--- src/rtl/win_accum_if.sv ---
// rtl/win_accum_if.sv - sample/result bus of the windowed accumulator (o_ovf with WIN_ACCUM_OVF_EN)
interface win_accum_if #(
  parameter int W_IN  = 3,
  parameter int W_OUT = 5
);
  logic                    i_clear;
  logic                    i_valid;
  logic signed [W_IN-1:0]  i_data;
  logic                    o_valid;
  logic signed [W_OUT-1:0] o_data;
`ifdef WIN_ACCUM_OVF_EN
  logic                    o_ovf;

  modport master (output i_clear, i_valid, i_data, input o_valid, o_data, o_ovf);
  modport slave  (input i_clear, i_valid, i_data, output o_valid, o_data, o_ovf);
`else
  modport master (output i_clear, i_valid, i_data, input o_valid, o_data);
  modport slave  (input i_clear, i_valid, i_data, output o_valid, o_data);
`endif
endinterface

--- src/rtl/win_accum.sv ---
// rtl/win_accum.sv - windowed signed accumulator, one registered sum per LEN samples (option: WIN_ACCUM_OVF_EN)
module win_accum #(
  parameter int W_IN  = 3,
  parameter int LEN   = 4,
  parameter int W_OUT = 5
) (
  input logic         i_clk,
  input logic         i_rst_n,
  win_accum_if.slave  bus
);
  localparam int W_FULL = W_IN + $clog2(LEN);
  localparam int W_CNT  = $clog2(LEN);
  localparam logic [W_CNT-1:0] LAST = W_CNT'(LEN - 1);

  logic signed [W_FULL-1:0] acc;
  logic signed [W_FULL-1:0] sum;
  logic        [W_CNT-1:0]  cnt;
  logic signed [W_OUT-1:0]  sum_out;
  logic                     closing;
  logic                     valid_q;
  logic signed [W_OUT-1:0]  data_q;

  assign sum     = acc + {{(W_FULL - W_IN){bus.i_data[W_IN-1]}}, bus.i_data};
  assign closing = bus.i_valid && !bus.i_clear && (cnt == LAST);

  // Narrow or widen the full-precision sum to the output width.
  generate
    if (W_OUT <= W_FULL) begin : g_trunc
      assign sum_out = sum[W_OUT-1:0];
    end else begin : g_sext
      assign sum_out = {{(W_OUT - W_FULL){sum[W_FULL-1]}}, sum};
    end
  endgenerate

  always_ff @(posedge i_clk or negedge i_rst_n) begin
    if (!i_rst_n) begin
      acc     <= '0;
      cnt     <= '0;
      valid_q <= 1'b0;
      data_q  <= '0;
    end else if (bus.i_clear) begin
      acc     <= '0;
      cnt     <= '0;
      valid_q <= 1'b0;
    end else if (closing) begin
      acc     <= '0;
      cnt     <= '0;
      valid_q <= 1'b1;
      data_q  <= sum_out;
    end else begin
      valid_q <= 1'b0;
      if (bus.i_valid) begin
        acc <= sum;
        cnt <= cnt + 1'b1;
      end
    end
  end

  assign bus.o_valid = valid_q;
  assign bus.o_data  = data_q;

`ifdef WIN_ACCUM_OVF_EN
  logic ovf_next;
  logic ovf_q;

  // Sum fits iff all bits from the output sign bit upward agree.
  generate
    if (W_OUT >= W_FULL) begin : g_no_ovf
      assign ovf_next = 1'b0;
    end else begin : g_ovf
      logic [W_FULL-W_OUT:0] top;
      assign top      = sum[W_FULL-1:W_OUT-1];
      assign ovf_next = !((&top) || !(|top));
    end
  endgenerate

  always_ff @(posedge i_clk or negedge i_rst_n) begin
    if (!i_rst_n) begin
      ovf_q <= 1'b0;
    end else if (closing) begin
      ovf_q <= ovf_next;
    end
  end

  assign bus.o_ovf = ovf_q;
`endif
endmodule

--- src/flat_wrapper.sv ---
// flat-port wrapper written by rule: the top's interface ports become plain ports
module win_accum_flat 
#(
  parameter int W_IN  = 3,
  parameter int LEN   = 4,
  parameter int W_OUT = 5
)
  (i_clk, i_rst_n, bus_i_clear, bus_i_valid, bus_i_data, bus_o_valid, bus_o_data);
  win_accum_if #(.W_IN(W_IN), .W_OUT(W_OUT)) bus_i ();
  input logic i_clk;
  input logic i_rst_n;
  input wire logic [$bits(bus_i.i_clear)-1:0] bus_i_clear;
  input wire logic [$bits(bus_i.i_valid)-1:0] bus_i_valid;
  input wire logic [$bits(bus_i.i_data)-1:0] bus_i_data;
  output wire logic [$bits(bus_i.o_valid)-1:0] bus_o_valid;
  output wire logic [$bits(bus_i.o_data)-1:0] bus_o_data;
  assign bus_i.i_clear = bus_i_clear;
  assign bus_i.i_valid = bus_i_valid;
  assign bus_i.i_data = bus_i_data;
  assign bus_o_valid = bus_i.o_valid;
  assign bus_o_data = bus_i.o_data;
  win_accum #(.W_IN(W_IN), .LEN(LEN), .W_OUT(W_OUT)) u_core (.i_clk(i_clk), .i_rst_n(i_rst_n), .bus(bus_i));
endmodule
--- config.mk ---
export PLATFORM = sky130hd
export DESIGN_NAME = win_accum_flat
export DESIGN_NICKNAME = d
export VERILOG_FILES = /design/src/rtl/win_accum_if.sv /design/src/rtl/win_accum.sv /design/src/flat_wrapper.sv
export SDC_FILE = /design/constraint.sdc
export NUM_CORES = 1
export LEC_CHECK = 0
export CORE_UTILIZATION = 35
export CTS_CLUSTER_DIAMETER = 120
export CTS_CLUSTER_SIZE = 16
export DETAILED_ROUTE_END_ITERATION = 7
export GPL_ROUTABILITY_DRIVEN = 0
export HOLD_SLACK_MARGIN = 0.12
export PLACE_DENSITY = 0.63
export SLEW_MARGIN = 25
export SYNTH_ARGS = -nofsm -noshare
export SYNTH_HDL_FRONTEND = slang
export SYNTH_SLANG_ARGS = --single-unit
--- constraint.sdc ---
create_clock -name i_clk -period 2.99 [get_ports i_clk]
set_clock_uncertainty 0.15 [all_clocks]
set_input_delay 0.598 -clock i_clk [delete_from_list [all_inputs] [get_ports i_clk]]
set_output_delay 0.598 -clock i_clk [all_outputs]
set_load 0.03 [all_outputs]
Word-level counts from Yosys, hierarchy flattened
Cells that the tools add are included.

Input bits: 7. Logic and storage cells: 21. Output and inout bits: 6. Bits in registers: 13.

Add/subtract/negate cells: 2. Reductions and logical operators: 5. Eq/ne operators: 1. Bitwise gates (word level): 1. Muxes and demuxes: 8.

Operators by type and width (number): 5-bit two-way mux (3); 2-bit two-way mux (3); 5-bit adder (1); 3-bit nonzero test (1); 2-bit by 1-bit adder with 2-bit output, second input constant (1); 2-bit == test, second input constant (1); 1-bit logical AND (2); 1-bit two-way mux (2); 2-bit AND reduction (1); 1-bit zero test (1); 1-bit NOT (1).

Logic depth before layout (Yosys ltp)
Gate-level depths: netlist of run 1.

Depth after elaboration: 5. Mapped depth: 6. Depth with buffers taken out: 6.

Worst setup path before layout of run 1
Ideal clock, no wire load.

Path type: input -> register. Start: in bus_i_data[0]. End: reg u_core.data_q[4], in the netlist u_core.bus.o_data[4]. Arrival: 2.036 ns. Buffers on the path: 0. Stages on the path: 6. Setup time: 0.125 ns. Slack: 0.679 ns. Data required time: 2.715 ns. Cell sequence: ha_1 fa_1 a21o_1 a21oi_2 xnor3_1 mux2_4.

Word-level cells in the longest chain between the ends: 1.

Ends and longest elaborated chain: start, declared (line flat_wrapper.sv:14) `input wire logic [$bits(bus_i.i_data)-1:0] bus_i_data;`; 5-bit adder (line win_accum.sv:23) `assign sum = acc + {{(W_FULL - W_IN){bus.i_data[W_IN-1]}}, bus.i_data};`; end signal, assigned (line win_accum.sv:49) `data_q <= sum_out;`; end, declared (line win_accum.sv:21) `logic signed [W_OUT-1:0] data_q;`.

No other way between the ends. A chain may end at the register's enable or synchronous reset.

Final worst setup path of run 1
Same ends and word-level chain as after synthesis.

==> results of run 1 <==
per-layer routing:
layer  global-route usage  up-vias
met3               0.0462        3
met5                    0        -
met2                0.208        7
li1                     -      271
met1                0.187      266
met4               0.0514        0
power breakdown:
group          internal, uW  leakage [uW]  switching [uW]
Clock                  51.8     0.0000150            60.7
Sequential              199      0.000174            14.8
Combinational          75.8      0.000265            77.7
Total                   327      0.000454             153
sequential cells by signal (all words and copies together), names as in the netlist:
register,flops
u_core.cnt,2
u_core.bus.o_data,5
u_core.bus.o_valid,1
u_core.acc,5
through the flow:
stage,instance area (um2),total power [uW],instances,worst slack [ps],hold slack [ps]
final,905,480,110,477,332
after global routing,905,505,110,399,369
after CTS,905,484,110,471,342
after detailed placement,878,373,106,170,322
after global placement,878,370,106,205,311
after floorplan,719,313,67,679,152
worst min-delay path: stages (launching register included):
cell	delay (ps)
dfrtp_1	350
nand2_1	40
o21ai_0	60
final cells by class:
cell class | instances | area [um2]
flip-flops and latches | 13 | 325
fillers | 198 | 1040
inverters | 2 | 7.51
well taps | 27 | 33.8
clock buffers | 4 | 26.3
repair buffers | 14 | 135
multi-input cells | 50 | 377
placed cells by master, fill, tap and decap left out, drive strengths merged, types with 2 or more instances in the layout:
cell           count
a21o               2
a21oi              2
a22oi              3
buf                2
clkbuf             4
clkdlybuf4s50     12
dfrtp             13
ha                 5
inv                2
mux2               2
mux2i              2
nand2              9
nor2               8
nor4b              4
o21ai              2
xor2               2
synth_stat cells (all sizes together) (2+ instances only):
cell type,count
a21o,2
a21oi,2
a22oi,3
buf,2
dfrtp,13
ha,5
inv,2
mux2,2
mux2i,2
nand2,9
nor2,8
nor4b,4
o21ai,2
xor2,2
worst paths after layout:
| check | from | to | slack [ps] | cells past startpoint |
|---|---|---|---|---|
| max in group asynchronous | i_rst_n | u_core.acc[3] | 1780 | 1 |
| worst min-delay path | u_core.bus.o_data[3] | u_core.bus.o_data[3] | 330 | 2 |
| worst min register to register | u_core.bus.o_data[3] | u_core.bus.o_data[3] | 330 | 2 |
| min in group asynchronous | i_rst_n | u_core.bus.o_data[4] | 530 | 1 |
| worst max-delay path | bus_i_data[0] | u_core.bus.o_data[4] | 480 | 7 |
| worst max register to register | u_core.acc[0] | u_core.bus.o_data[4] | 830 | 6 |
cells by family after synthesis:
family,Yosys count,synth area share
AOI/OAI and AO/OA,11,0.110
xor gates and xnor gates,3,0.0557
adders and majority gates,6,0.115
buffers and inverters,4,0.0244
DFF,13,0.452
muxes,4,0.0643
and+or+nand+nor,26,0.179
==> flow_results.org, run 1 <==
** Pwr
- The worst-case IR drop observed on VDD is 0.000260 V.
- Power per Cell Area :: 531 nW/um2
- Static Leak :: 0.000454 uW

** Drt
- Sum of met2 wire segment lengths after detailed routing :: 665 um
- Met3 Wirelength :: 31 um
- The detail route stage leaves a number of antenna-violating nets equal to 0.
- Number of search-and-repair iterations in the first detailed-routing pass :: 4
- Top layer reached by signal wires :: met4
- After detailed routing, the average wire length per cell comes to 12.2 um.
- For this block, wires on met1 add up to 629 um.
- The detailed router placed 547 vias in this run.
- DR vias/cell :: 4.97
- Wires add up to 1.34 mm.
- Detailed-route DRC error count :: 0
- The detailed router finished its first iteration with 6 violations.

** Die
- Io pins :: 13
- In this run the core area contains 16 standard-cell rows.
- Horizontal extent of the die :: 47.3 um
- The initial utilization of the core area, before any placement, comes to 0.370.
- DIE AREA :: 2240 um2
- After floorplanning, the core was sized to cover 1940 um2.
- Die height :: 47.3 um

** Clocking
- Total of hold buffers inserted after clock tree synthesis :: 0
- Insertion delay to the later sink of the worst-skew pair :: 280 ps
- TritonCTS built the clock tree.
- Root Buffer :: clkbuf_4
- Clock-pin slew was measured on the worst setup and hold paths at 80 ps.
- Total setup buffers inserted after CTS :: 0
- Counting every sink on the clock net gives 13.
- In this run the number of H-tree levels came out at 1.
- Cts repair resizes :: 0
- In this run, CTS created clock tree buffers numbering 3.
- Deepest clock path buffer count :: 2

** Finish
- Once layout is complete, the utilization of the core stands at 0.466.
- Share of layout cells above drive strength 1 :: 0.0964
- Post-synthesis to final-layout area growth :: 25.7%
- The final layout contains 97 nets.
- Number of inserted diodes :: 0

** Yosys
- Number of nets produced by synthesis :: 80
- Synth area leader :: dfrtp_1
- #FFs+latches synth :: 13
- Average cell area after synthesis :: 10.7 um2
- Share of the yosys chip area belonging to registers :: 0.452
- Leading register cell type out of synthesis :: dfrtp_1
- Top-area cell type share of the netlist area :: 0.452
- In this run, synthesis inferred 0 flip-flops with an integrated enable.
- Share of flip-flops with an asynchronous set or reset :: 1.00
- Syn Inst Count :: 67
- For this run, the number of Yosys warnings is 0.
- The cell area that synthesis handed to floorplanning was 719 um2.
- After synthesis, the cell types taking the most area are dfrtp_1, ha_1, nor4b_1.
- The number of different library cells used by synthesis comes to 25.

** Worst setup path
- Of all nets on the critical path, the largest fanout is 3.
- WP data arrival :: 2540 ps
- Worst path required time :: 3010 ps
- Crit path largest cell delay :: 440 ps
- STA classifies the critical path startpoint as an input port.
- On the critical path the largest part of the delay comes from adder cells.
- The critical path is of the in2reg type.
- The largest individual stage delay along the critical path comes from the cell fa_1.
- Critical path, cell by cell :: clkdlybuf4s50_1 > ha_1 > fa_1 > a21o_1 > a21oi_2 > xnor3_1 > mux2_4
- Critical Path End Type :: flip-flop
- Number of buffers and inverters on the critical path :: 1

** Global route
- The number of global-route vias before repair came to 474.
- Total global routing track utilization :: 0.139
- Entering global routing, the biggest net connects 14 pins.
- Global-route wire length before repair :: 2.13 mm
- Overflow left after global routing :: 0
- Antenna violations before repair :: 0

** STA
- Headroom to the max-slew limit came out at 0.612.
- Accumulated negative setup slack :: 0 ps
- Of the available clock period, the critical path in the final layout requires 0.840.
- Final hold vios :: 0
- The number of slew-limit violations in the final report came to 0.
- Setup repair after global routing left no endpoint under its margin.
- Setup violations remaining at the end of the flow were counted as 0.
- Minimum clock period :: 2510 ps
- Measured slew at the worst slew-check pin :: 580 ps
- Timing would allow up to 0.398 GHz.

** Hold path
- The worst hold path belongs to the class reg2reg.

** Outcome
- The run finished with clean final reports.

** Place
- IO Port Bufs :: 12
- Summed over all nets, the half-perimeter wirelength after detailed placement is 1.04 mm.

** Flow run
- The tool flagged a number of max-cap violations equal to 0.
(Power assumes the default switching activity.)
==> inputs of run 2 (changes only) <==
==> constraint.sdc (replaced) <==
create_clock -name i_clk -period 2.6 [get_ports i_clk]
set_clock_uncertainty 0.15 [all_clocks]
set_input_delay 0.52 -clock i_clk [delete_from_list [all_inputs] [get_ports i_clk]]
set_output_delay 0.52 -clock i_clk [all_outputs]
set_load 0.03 [all_outputs]
==> run 2 against run 1 <==
Via count down 1.6%. Clock power increased by 6%. Combinational power is 19% higher. Flip-flop and latch count unchanged. Cell count grew 2.7%. Total power up 15%. Register-to-register slack worse by 350 ps. Setup slack worse by 290 ps. Count of clock-buffer cells in the layout unchanged. Die area stayed put. Critical path type unchanged. Highest routed layer is now met3.
==> flow_results.org, run 2 (same netlist as run 1, synthesis figures left out) <==
** Die
- DIE AREA :: 2240 um2 (unchanged)
- The initial cell density of the core was 0.370 (unchanged).
- The core area came to 1940 um2 (unchanged).
- Horizontal extent of the die :: 47.3 um (unchanged)
- Site row count :: 16 (unchanged)
- The height of the chip came to 47.3 um (unchanged).
- Io pins :: 13 (unchanged)

** Finish
- The final layout net count was 100 (was 97).
- Highest-count cells in the layout ignoring fill and taps: dfrtp_1, clkdlybuf4s50_1, nand2_1 (unchanged).
- Post-Layout Cell Count :: 113 (was 110)
- The number of antenna repair diodes came to 0 (unchanged).
- Share of layout cells above drive strength 1 :: 0.128 (was 0.0964)
- The most common cell after layout, fill and taps aside was dfrtp_1 (unchanged).
- Utilization after layout :: 0.477 (was 0.466)
- The layout overhead on the synthesized area is 28.9% (was 25.7%).
- Final instance area :: 927 um2 (was 905 um2)

** Global route
- The overflow left after global routing was 0 (unchanged).
- The number of antenna violations at the first check in global routing came to 0 (unchanged).
- The first-pass GRT wire length is 2.12 mm (was 2.13 mm).
- The maximum number of pins on one net before global-route repair was 14 (unchanged).
- Number of global-route vias before repair :: 500 (was 474)
- Total global routing track utilization :: 0.145 (was 0.139)

** Worst setup path
- Maximum fanout along the worst path :: 2 (was 3)
- Crit path largest cell delay :: 410 ps (was 440 ps)
- Critical path, cell by cell: clkdlybuf4s50_1 > ha_1 > fa_1 > a21o_1 > a21oi_2 > xnor3_1 > mux2_4 (unchanged).
- WP data arrival :: 2430 ps (was 2540 ps)
- The worst-path cell with the longest stage delay is fa_1 (unchanged).
- The critical path required time came to 2610 ps (was 3010 ps).
- The start-to-end type of the worst setup path is in2reg (unchanged).
- Critical Path End Type :: flip-flop (unchanged)
- The startpoint kind of the worst setup timing path is an input port (unchanged).

** STA
- The final-report hold violation count came to 0 (unchanged).
- Max Slew Vio Count :: 0 (unchanged)
- RSZ-0062 raised after global routing :: false (unchanged)
- Headroom to the max-slew limit :: 0.619 (was 0.612)
- Minimum clock period :: 2410 ps
- Post-layout worst setup margin :: 187 ps (was 477 ps)
- Final count of negative-setup-slack endpoints :: 0 (unchanged)
- Fraction of the cycle the final worst path needs :: 0.928
- Max Fclk :: 0.414 GHz
- The transition time at the pin with the least slew margin was 570 ps (was 580 ps).

** Clocking
- The post-CTS setup-driven buffer insertion count is 0 (unchanged).
- The number of sinks driven by the clock tree is 13 (unchanged).
- The H-tree level count came to 1 (unchanged).
- Deepest clock path buffer count :: 2 (unchanged)
- The number of buffers inserted during clock tree synthesis was 3 (unchanged).
- The buffer cell driving the clock tree root is clkbuf_4 (unchanged).
- The quantity of gates resized following cts was 0 (unchanged).
- Clock transition time at the flip-flop clock pins of the worst setup and hold paths :: 80 ps (about the same)
- CTS tree :: yes (unchanged)
- Insertion delay to the later sink of the worst-skew pair :: 270 ps (was 280 ps)
- Total of hold buffers inserted after clock tree synthesis :: 0 (unchanged)

** Drt
- The DRC violations left came to 0 (unchanged).
- Total number of vias :: 538 (was 547)
- DR vias/cell :: 4.76 (was 4.97)
- The first-iteration detailed-routing DRC count is 5 (was 6).
- The final wirelength was 1.36 mm (was 1.34 mm).
- Drt wl/cell :: 12.0 um (was 12.2 um)
- The first-pass iteration count of the detailed router was 3 (was 4).
- The number of routed nets with antenna violations was 0 (unchanged).

** Pwr
- Switching share of total power :: 0.309 (was 0.319)
- Internal portion of total power :: 380 uW (was 327 uW)
- Static Leak :: 0.000468 uW (was 0.000454 uW)
- Psw :: 170 uW (was 153 uW)
- Portion of total power attributed to combinational logic :: 0.334 (was 0.320)
- The share of power burned in the clock network came to 0.218 (was 0.234).
- The worst-case vdd ir drop is 0.000365 V (was 0.000260 V).
- Power per Cell Area :: 593 nW/um2 (was 531 nW/um2)
- Sequential share of power :: 0.448 (was 0.446)

** Place
- Number of placed instances, taps included :: 109 (was 106)
- The pre-CTS setup slack was -99.3 ps (was 170 ps).
- IO Port Bufs :: 12 (unchanged)
- Instance area after placement :: 901 um2 (was 878 um2)
- HPWL Detailed :: 1.05 mm (was 1.04 mm)

** Outcome
- Outcome :: completed (unchanged)

** Flow run
- Count of max-cap constraint violations :: 0 (unchanged)

** Hold path
- The classification of the worst-slack hold path is reg2reg (unchanged).
## run 2: cell types whose count changed in the layout (fill, tap and decap cells not counted)
| cell | previous run | this run |
|---|---|---|
| buf_4 | 2 | 5 |
## run 2: final timing paths
check,startpoint,endpoint,slack [ps],cells after the start
setup / recovery,bus_i_data[0],u_core.bus.o_data[4],190,7
hold / removal,u_core.bus.o_data[0],u_core.bus.o_data[0],330,2
setup reg to reg,u_core.acc[0],u_core.bus.o_data[4],480,6
hold reg to reg,u_core.bus.o_data[0],u_core.bus.o_data[0],330,2
max in group asynchronous,i_rst_n,u_core.acc[1],1460,1
min in group asynchronous,i_rst_n,u_core.bus.o_valid,460,1
## run 2: area by class of cell
type / instances / area (um2)
Sequential cell: 13 / 325
Fill cell: 200 / 1010
Timing Repair Buffer: 17 / 158
Multi-Input combinational cell: 50 / 377
Clock buffer: 4 / 26.3
Tap cell: 27 / 33.8
Inverter: 2 / 7.51
## run 2: worst max-delay path: cells and delay by family
kind / cells / cell delay, ps
compound gates: 2 / 350
xor+xnor: 1 / 240
fa+ha+maj: 2 / 640
buf+inv: 1 / 400
mux: 1 / 270
## run 2: power groups by stage
stage	logic [uW]	clock network (uW)	registers [uW]
2_1_floorplan	80.6	0	280
3_3_place_gp	181	0	249
3_5_place_dp	183	0	251
4_1_cts	185	126	247
5_1_grt	200	131	250
6_report	184	120	247
## run 2: per-layer routing
layer  vias to the layer above  track usage  wire (um)
met4                         0       0.0343          0
met5                         -            0          0
met2                         6        0.236        718
met3                         0       0.0692         38
li1                        277            -          -
met1                       255        0.172        598
## run 2: metrics by stage
stage / power, uW / hold WS [ps] / setup TNS [ps]
2_1_floorplan: 360 / 74.4 / 0
3_3_place_gp: 430 / 309 / -62.8
3_5_place_dp: 434 / 319 / -99.3
4_1_cts: 558 / 341 / 0
5_1_grt: 582 / 356 / 0
6_report: 550 / 331 / 0
==> inputs of run 3 (changes only) <==
--- a/config.mk
+++ b/config.mk
@@ -6,7 +6,6 @@
 export NUM_CORES = 1
 export LEC_CHECK = 0
 export CORE_UTILIZATION = 35
-export CTS_CLUSTER_DIAMETER = 120
 export CTS_CLUSTER_SIZE = 16
 export DETAILED_ROUTE_END_ITERATION = 7
 export GPL_ROUTABILITY_DRIVEN = 0
@@ -16,3 +15,4 @@
 export SYNTH_ARGS = -nofsm -noshare
 export SYNTH_HDL_FRONTEND = slang
 export SYNTH_SLANG_ARGS = --single-unit
+export TNS_END_PERCENT = 50
==> constraint.sdc (replaced) <==
create_clock -name i_clk -period 2.5 [get_ports i_clk]
set_clock_uncertainty 0.15 [all_clocks]
set_input_delay 0.5 -clock i_clk [delete_from_list [all_inputs] [get_ports i_clk]]
set_output_delay 0.5 -clock i_clk [all_outputs]
set_load 0.03 [all_outputs]
==> run 3 against run 2 <==
Via count is 2.6% higher. Largest cell class unchanged. Sequential power grew 4%. Register-to-register slack got worse by 100 ps. Critical endpoint unchanged. Flip-flop and latch count did not move. Wire length is 0.15% higher. Count of clock-buffer cells in the layout is the same.
==> flow_results.org, run 3 (same netlist as run 1, synthesis figures left out) <==
** Pwr
- Portion of total power attributed to combinational logic :: 0.332 (was 0.334)
- Clock network fraction of total power :: 0.225 (was 0.218)
- The worst-case vdd ir drop is 0.000316 V (was 0.000365 V).
- Power per Cell Area :: 618 nW/um2 (was 593 nW/um2)
- Switching share of total power :: 0.313 (was 0.309)
- The net switching component of the power came to 181 uW (was 170 uW).
- The sequential cell fraction of total power is 0.443 (was 0.448).
- The static leakage power is 0.000473 uW (was 0.000468 uW).
- Internal portion of total power :: 396 uW (was 380 uW)

** Global route
- The first-pass GRT wire length is 2.19 mm (was 2.12 mm).
- Overflow left after global routing :: 0 (unchanged)
- Pin count of the biggest net entering global routing :: 14 (unchanged)
- The number of antenna violations at the first check in global routing was 0 (unchanged).
- The number of global-route vias before repair was 497 (was 500).
- The global routing usage summed across all routing layers came to 0.145 (about the same).

** Outcome
- Outcome: completed (unchanged).

** Die
- The die outline area is 2240 um2 (unchanged).
- The horizontal die dimension is 47.3 um (unchanged).
- Area inside the core boundary :: 1940 um2 (unchanged)
- The total I/O pin count is 13 (unchanged).
- Die height :: 47.3 um (unchanged)
- Initial Utilization :: 0.370 (unchanged)
- Site row count :: 16 (unchanged)

** Place
- The port buffer count came to 12 (unchanged).
- HPWL Detailed :: 1.08 mm (was 1.05 mm)
- Number of placed instances, taps included :: 110 (was 109)

** Worst setup path
- The critical-path maximum fanout is 2 (unchanged).
- The worst-path cell with the longest stage delay was clkdlybuf4s50_1 (was fa_1).
- The gate family responsible for the most delay along the worst path was adder cells (unchanged).
- The critical path data arrival time was 2390 ps (was 2430 ps).
- Critical path, cell by cell: clkdlybuf4s50_1 > ha_1 > fa_1 > a21o_1 > a21oi_2 > xnor3_1 > mux2_4 (unchanged).
- The count of cell instances traversed by the critical path is 7 (unchanged).
- The sort of element at the end of the critical path was a flip-flop (unchanged).
- Crit path largest cell delay :: 410 ps (about the same)
- The critical path required time was 2510 ps (was 2610 ps).
- Startpoint class of the critical path :: input port (unchanged)
- The start-to-end type of the worst setup path is in2reg (unchanged).
- Number of buffers and inverters on the critical path :: 1 (unchanged)
- Cell depth of the worst flop-to-flop path :: 6 (unchanged)

** Hold path
- The classification of the worst-slack hold path was reg2reg (unchanged).
- The number of cells traversed by the worst hold path was 2 (unchanged).

** Finish
- Highest-count cells in the layout ignoring fill and taps: dfrtp_1, clkdlybuf4s50_1, nand2_1 (unchanged).
- The final layout net count came to 101 (was 100).
- Post-synthesis to final-layout area growth :: 29.9% (was 28.9%)
- Leading cell type in the layout, fill and taps excluded :: dfrtp_1 (unchanged)
- Post-Layout Cell Count :: 114 (was 113)
- The number of antenna repair diodes is 0 (unchanged).
- Share of layout cells above drive strength 1 :: 0.138 (was 0.128)

** Drt
- The detailed-route wire length per cell was 11.9 um (was 12.0 um).
- The final wirelength came to 1.36 mm (about the same).
- The number of vias per cell after detailed routing was 4.84 (was 4.76).
- The DRC violations left was 0 (unchanged).
- The first-pass iteration count of the detailed router was 4 (was 3).
- Antenna viol nets, final :: 0 (unchanged)
- Drt first-iter violations :: 8 (was 5)
- The total via count after detailed routing is 552 (was 538).

** STA
- Final count of negative-setup-slack endpoints :: 0 (unchanged)
- Headroom to the max-slew limit :: 0.613 (was 0.619)
- Max Fclk :: 0.421 GHz
- Dividing the final minimum period by the clock period gives 0.950.
- Subtracting the final worst setup slack from the clock period gives 2380 ps.
- RSZ-0062 raised after global routing: false (unchanged).
- Fin Hold WS :: 331 ps (about the same)
- Measured slew at the worst slew-check pin :: 579 ps (was 570 ps)
- The number of slew-limit violations in the final report is 0 (unchanged).
- Final hold vios :: 0 (unchanged)

** Clocking
- The maximum clock insertion buffer count came to 2 (unchanged).
- The number of sinks driven by the clock tree is 13 (unchanged).
- The number of buffers inserted during clock tree synthesis is 3 (unchanged).
- # H-tree levels :: 1 (unchanged)
- The quantity of gates resized following cts came to 0 (unchanged).
- The clock insertion delay at the later pin of the skew report was 270 ps (about the same).
- The post-CTS setup-driven buffer insertion count is 0 (unchanged).
- Total of hold buffers inserted after clock tree synthesis :: 0 (unchanged)
- CTS tree :: yes (unchanged)
- The clock-pin slew of the registers on the worst-case setup and hold paths is 80 ps (about the same).
- Root Buffer :: clkbuf_4 (unchanged)

** Flow run
- The number of maximum-capacitance constraint violations is 0 (unchanged).
[run 3: cell count changes in the layout (fill, tap and decap cells not counted)]
cell / delta
buf_4: +1
[run 3: power groups by stage]
stage	logic (uW)	registers, uW	clock network (uW)
floorplan	83.8	291	0
global placement	190	259	0
detailed placement	193	261	0
CTS	194	256	138
global route	209	260	143
finish	191	256	130
[run 3: final timing paths]
check	slack, ps	start	endpoint
worst max-delay path	120	bus_i_data[0]	u_core.bus.o_data[4]
worst min-delay path	330	u_core.bus.o_data[3]	u_core.bus.o_data[3]
worst max register to register	380	u_core.acc[0]	u_core.bus.o_data[4]
min in group asynchronous	440	i_rst_n	u_core.bus.o_valid
max in group asynchronous	1380	i_rst_n	u_core.acc[2]
worst min register to register	330	u_core.bus.o_data[3]	u_core.bus.o_data[3]
[run 3: area by class of cell]
| type | instances | area [um2] |
|---|---|---|
| fill | 194 | 1010 |
| sequential | 13 | 325 |
| timing repair buffer | 18 | 165 |
| tap | 27 | 33.8 |
| inverter | 2 | 7.51 |
| multi-input combinational | 50 | 377 |
| clock buffer | 4 | 26.3 |
[run 3: metrics by stage]
stage               setup WS [ps]  cell area [um2]  utilization  power [uW]  TNS (ps)
global placement             -142              908        0.468         450      -142
floorplan                     287              719            -         375         0
finish                        124              935        0.481         577         0
detailed placement           -169              908        0.468         453      -186
CTS                           126              935        0.481         588         0
global route                 59.8              935        0.481         612         0
[run 3: routing by layer]
metal / share of wire / global-route usage / up-vias
met5: 0 / 0 / -
met2: 0.52 / 0.236 / 2
met1: 0.46 / 0.181 / 269
met4: 0.011 / 0.0857 / 0
met3: 0.012 / 0.0231 / 2
li1: - / - / 279
[run 3: tightest hold or removal path, cell delays in order (launching register included)]
cell and delay, ps:
dfrtp_1 350, nand2_1 50, o21ai_0 60
